### config.mk
export PLATFORM = sky130hd
export DESIGN_NAME = pipe_stage_skid
export DESIGN_NICKNAME = d
export VERILOG_FILES = /design/src/rtl/pipe_stage_skid.sv
export SDC_FILE = /design/constraint.sdc
export NUM_CORES = 1
export LEC_CHECK = 0
export BUFFER_PORTS_ARGS = -buffer_cell sky130_fd_sc_hd__buf_2
export CAP_MARGIN = 20
export CORE_AREA = 2 2 131 133
export CTS_CLUSTER_DIAMETER = 80
export DETAILED_ROUTE_END_ITERATION = 12
export DIE_AREA = 0 0 133 135
export SLEW_MARGIN = 20
export SYNTH_ARGS = -nofsm -noshare
export SYNTH_HDL_FRONTEND = slang
export SYNTH_SLANG_ARGS = --single-unit
### constraint.sdc
create_clock -name clk_i -period 1.8 [get_ports clk_i]
set_input_delay 0.54 -clock clk_i [delete_from_list [all_inputs] [get_ports clk_i]]
set_output_delay 0.54 -clock clk_i [all_outputs]
set_load 0.05 [all_outputs]
### src/rtl/pipe_stage_skid.sv
// Valid/ready pipeline stage register with a 2-entry skid buffer and a synchronous flush.
// Optional stall-cycle counter port is built when PIPE_STAGE_SKID_STALL_CNT_EN is defined.
module pipe_stage_skid #(
    parameter int CTRL_W = 2,
    parameter int DATA_W = 32,
    parameter int LANES  = 2,
    parameter int ADDR_W = 5,
    parameter int CNT_W  = 16
) (
    input  logic                    clk_i,
    input  logic                    rst_n_i,
    input  logic                    flush_i,
    input  logic                    in_valid_i,
    output logic                    in_ready_o,
    input  logic [CTRL_W-1:0]       ctrl_i,
    input  logic [LANES*DATA_W-1:0] data_i,
    input  logic [ADDR_W-1:0]       rd_i,
    output logic                    out_valid_o,
    input  logic                    out_ready_i,
    output logic [CTRL_W-1:0]       ctrl_o,
    output logic [LANES*DATA_W-1:0] data_o,
    output logic [ADDR_W-1:0]       rd_o,
    output logic [1:0]              occ_o
`ifdef PIPE_STAGE_SKID_STALL_CNT_EN
    ,
    output logic [CNT_W-1:0]        stall_cnt_o
`endif
);

    // state | meaning
    // EMPTY | main invalid, skid invalid
    // ONE   | main valid, skid invalid
    // FULL  | main and skid valid, upstream stalled
    typedef enum logic [1:0] {
        EMPTY = 2'd0,
        ONE   = 2'd1,
        FULL  = 2'd2
    } state_t;

    localparam int PAY_W = LANES * DATA_W;

    state_t              state;
    logic [CTRL_W-1:0]   main_ctrl;
    logic [PAY_W-1:0]    main_data;
    logic [ADDR_W-1:0]   main_rd;
    logic [CTRL_W-1:0]   skid_ctrl;
    logic [PAY_W-1:0]    skid_data;
    logic [ADDR_W-1:0]   skid_rd;
    logic                in_ready_r;
    logic                accept;
    logic                issue;

    assign accept = in_valid_i & in_ready_r;
    assign issue  = (state != EMPTY) & out_ready_i;

    always_ff @(posedge clk_i or negedge rst_n_i) begin
        if (!rst_n_i) begin
            state      <= EMPTY;
            in_ready_r <= 1'b1;
            main_ctrl  <= '0;
            main_data  <= '0;
            main_rd    <= '0;
            skid_ctrl  <= '0;
            skid_data  <= '0;
            skid_rd    <= '0;
        end else if (flush_i) begin
            // Data and rd are left as-is; ctrl=0 is what makes the bubble harmless.
            state      <= EMPTY;
            in_ready_r <= 1'b1;
            main_ctrl  <= '0;
            skid_ctrl  <= '0;
        end else begin
            case (state)
                EMPTY: begin
                    if (accept) begin
                        main_ctrl <= ctrl_i;
                        main_data <= data_i;
                        main_rd   <= rd_i;
                        state     <= ONE;
                    end
                end
                ONE: begin
                    if (accept && issue) begin
                        main_ctrl <= ctrl_i;
                        main_data <= data_i;
                        main_rd   <= rd_i;
                    end else if (accept) begin
                        skid_ctrl  <= ctrl_i;
                        skid_data  <= data_i;
                        skid_rd    <= rd_i;
                        in_ready_r <= 1'b0;
                        state      <= FULL;
                    end else if (issue) begin
                        main_ctrl <= '0;
                        state     <= EMPTY;
                    end
                end
                FULL: begin
                    if (issue) begin
                        main_ctrl  <= skid_ctrl;
                        main_data  <= skid_data;
                        main_rd    <= skid_rd;
                        skid_ctrl  <= '0;
                        in_ready_r <= 1'b1;
                        state      <= ONE;
                    end
                end
                default: begin
                    main_ctrl  <= '0;
                    skid_ctrl  <= '0;
                    in_ready_r <= 1'b1;
                    state      <= EMPTY;
                end
            endcase
        end
    end

    assign in_ready_o  = in_ready_r;
    assign out_valid_o = (state != EMPTY);
    assign occ_o       = state;
    assign ctrl_o      = main_ctrl;
    assign data_o      = main_data;
    assign rd_o        = main_rd;

`ifdef PIPE_STAGE_SKID_STALL_CNT_EN
    logic [CNT_W-1:0] stall_cnt;

    // Saturating; flush deliberately does not clear it.
    always_ff @(posedge clk_i or negedge rst_n_i) begin
        if (!rst_n_i) begin
            stall_cnt <= '0;
        end else if (out_valid_o && !out_ready_i && (stall_cnt != {CNT_W{1'b1}})) begin
            stall_cnt <= stall_cnt + 1'b1;
        end
    end

    assign stall_cnt_o = stall_cnt;
`else
    if (CNT_W < 1) begin : g_cnt_w_unused
    end
`endif

endmodule
==> results.toml <==
[power_and_ir_drop]
switching_share_pct = 32.1
power.switching_mw = 3.79
vdd_drop_max_uv = 660
clockPowerShare_pct = 34.0
pwr-share-seq_pct = 38.5
power_mw = 11.8
p_int_mw = 8.03
power_density_nw_per_um2 = 1370
combPwrFrac_pct = 27.5
leakage_nw = 4.27

[worst_setup_path]
reg2reg_depth = 4
rr_endpoint = "skid_data[39]"
crit_required_ps = 2090
cp_slowest_cell = "dfstp_4"
crit_path_end_kind = "flip-flop"
crit_chain = "nand2_2 > or4b_4 > buf_12 > mux2_4"
cp.arrival_ps = 2230
critPathMaxStageDelay_ps = 620
cp-start-kind = "flip-flop"
path_class = "reg -> reg"
path_max_fanout = 37
r2r_start = "in_ready_o"
r2r_slack_ps = -140

[final_layout]
finalNonFillerCells = 910
fin_nets = 753
fin_util_pct = 52.6
fill_cells = 1427
syn2layout_area_growth_pct = 32.1
drive_gt1_share_pct = 45.7

[clocking]
root_buffer = "clkbuf_16"
cts_tree = "built"
insertion_delay_ps = 420
clk_pin_slew_ps = 70
clock_sink_count = 145
clock_path_buffers = 2
hold_buffers = 0
numCtsBuffers = 17
ctsHtreeMaxLevel = 4

[detailed_routing]
drtPass1Iterations = 4
drtAntennaViolNets = 0
routed-via-count = 4408
wl_per_cell_um = 16.6
viasPerCell = 4.84
routed_wl_um = 15100
drc = 0
drtIter0Drc = 238

[synth]
synth_edf_count = 0
synthTopCellsByCount = "dfrtp_1, nand2_1, mux2i_1"
yosysMostFrequentCell = "dfrtp_1"
synth_top_flop_cell = "dfrtp_1"
syn_avg_cell_area_um2 = 13.2
synth.distinct_cells = 33
synth_seq_cells = 145
syn_area_um2 = 6530
yosysTopAreaCellShare_pct = 55.2
yosys-top-cells-area = "dfrtp_1, mux2_4, mux2i_1"
syn_nets = 570
synth_cells = 494
yosysWarnings = 0
synthArstFlopShare_pct = 100
seq_area_frac_synth_pct = 55.6
synth_top_cell_by_area = "dfrtp_1"

[grt]
use_met2_pct = 26.4
overflow = 0
use_met3_pct = 5.18
grt_pass1_vias = 4564
grt_util_met1_pct = 21.8
grt_max_degree = 44
antenna_found_initial = 1
grt_usage_pct = 16.6
grt_pass1_wl_um = 23500
busiest_layer = "met2"

[timing]
min_period_ps = 1940
hold_viol_final = 0
finalMaxSlewViolations = 0
period_share_pct = 108
hold_slack_ps = 54.7
rsz0062_at_grt = "true"
finalSetupViolations = 100
fin_ws_ps = -143
worst_pin_slew_ps = 446
maxSlewHeadroom_pct = 70.3
fmax_mhz = 515
skew_ps = 11.4

[floorplanning]
core_um2 = 16400
row_count = 47
initial_utilization_pct = 39.8
die_h_um = 135
dieArea_um2 = 18000
die_w_um = 133
ios = 151

[run]
drv_cap = 0

[status]
violations = "negative setup slack"
status = "finished, violations left"

[placement]
placed_cells = 865
gp_congestion = 0.838
io_buffers = 150
dp_hpwl_um = 9870

[min_path]
hp-class = "in -> async"
critical path: cells and delay by family (launching register included):
kind                   cells  cell delay (ps)
multiplexers               1              340
flip-flops                 1              620
buffers and inverters      1              210
AND/OR/NAND/NOR            2              590
kinds of logic (layout without fill, tap and decap cells):
kind of cell,count (synthesis),after routing,synth area share (%)
AOI/OAI and AO/OA,85,85,7.14
muxes,140,140,26.7
DFF,145,145,55.6
other,0,1,0
and+or+nand+nor,88,88,6.01
buffers and inverters,36,231,4.56
cells in the final DEF (no fill, tap or decap), types with 15 or more instances in the layout:
master     netlist  layout
buf_2           15     147
dfrtp_1        144     142
nand2_1         73      72
mux2i_1         71      71
mux2_4          69      69
o21ai_1         38      47
o21ai_0         34      24
clkbuf_16        0      22
buf_4            4      18
buf_6            2      15
cell type report:
cell class                 count  area (µm²)  share of cell area [%]
sequential                   145        3640                    42.1
antenna                        1        2.50                  0.0290
tap                          220         275                    3.19
clock buffer                  18         439                    5.09
clock inverter                13         233                    2.70
timing repair buffer         198        1400                    16.2
multi-input combinational    313        2640                    30.5
inverter                       2        7.51                  0.0870
power groups by stage:
stage | Sequential, mW | Combinational [mW] | Clock [mW]
after global placement | 4.56 | 3.07 | 0
final | 4.56 | 3.25 | 4.02
after global routing | 4.65 | 3.47 | 4.24
after floorplan | 5.65 | 1.22 | 0
after detailed placement | 4.58 | 3.16 | 0
after CTS | 4.55 | 3.17 | 4.10
layer usage:
| layer | wire length, µm | vias up |
|---|---|---|
| met5 | 0 | - |
| met4 | 212 | 0 |
| met3 | 740 | 18 |
| met2 | 7260 | 106 |
| met1 | 6920 | 2189 |
| li1 | - | 2095 |
through the flow:
step | TNS, ps | instance area (µm²) | worst slack [ps]
floorplan | -15500 | 6580 | -225
global placement | -13670 | 7690 | -138
detailed placement | -17740 | 7690 | -176
CTS | -6750 | 8390 | -116
global route | -13200 | 8630 | -162
finish | -7630 | 8630 | -143
how the worst max path moves through the flow:
stage / from / endpoint / cells after the start
2_1_floorplan: occ_o[0] / skid_data[0] / 6
3_3_place_gp: in_valid_i / data_o[24] / 7
3_5_place_dp: in_valid_i / data_o[63] / 7
4_1_cts: in_ready_o / skid_data[15] / 4
5_1_grt: in_ready_o / data_o[41] / 7
6_report: in_ready_o / skid_data[39] / 4
registers in the layout, summed over array words and instances (netlist names):
name        flops
in_ready_o      1
skid_ctrl       2
occ_o           2
ctrl_o          2
data_o         64
rd_o            5
skid_data      64
skid_rd         5
what timing repair did:
action | CTS | global route
setup buffers | 0 | 4
pin swaps | 1 | 3
setup endpoints to repair | 72 | 116
resized for setup | 10 | 25
gates cloned | 0 | 9
Power figures use the tool's default switching activity.
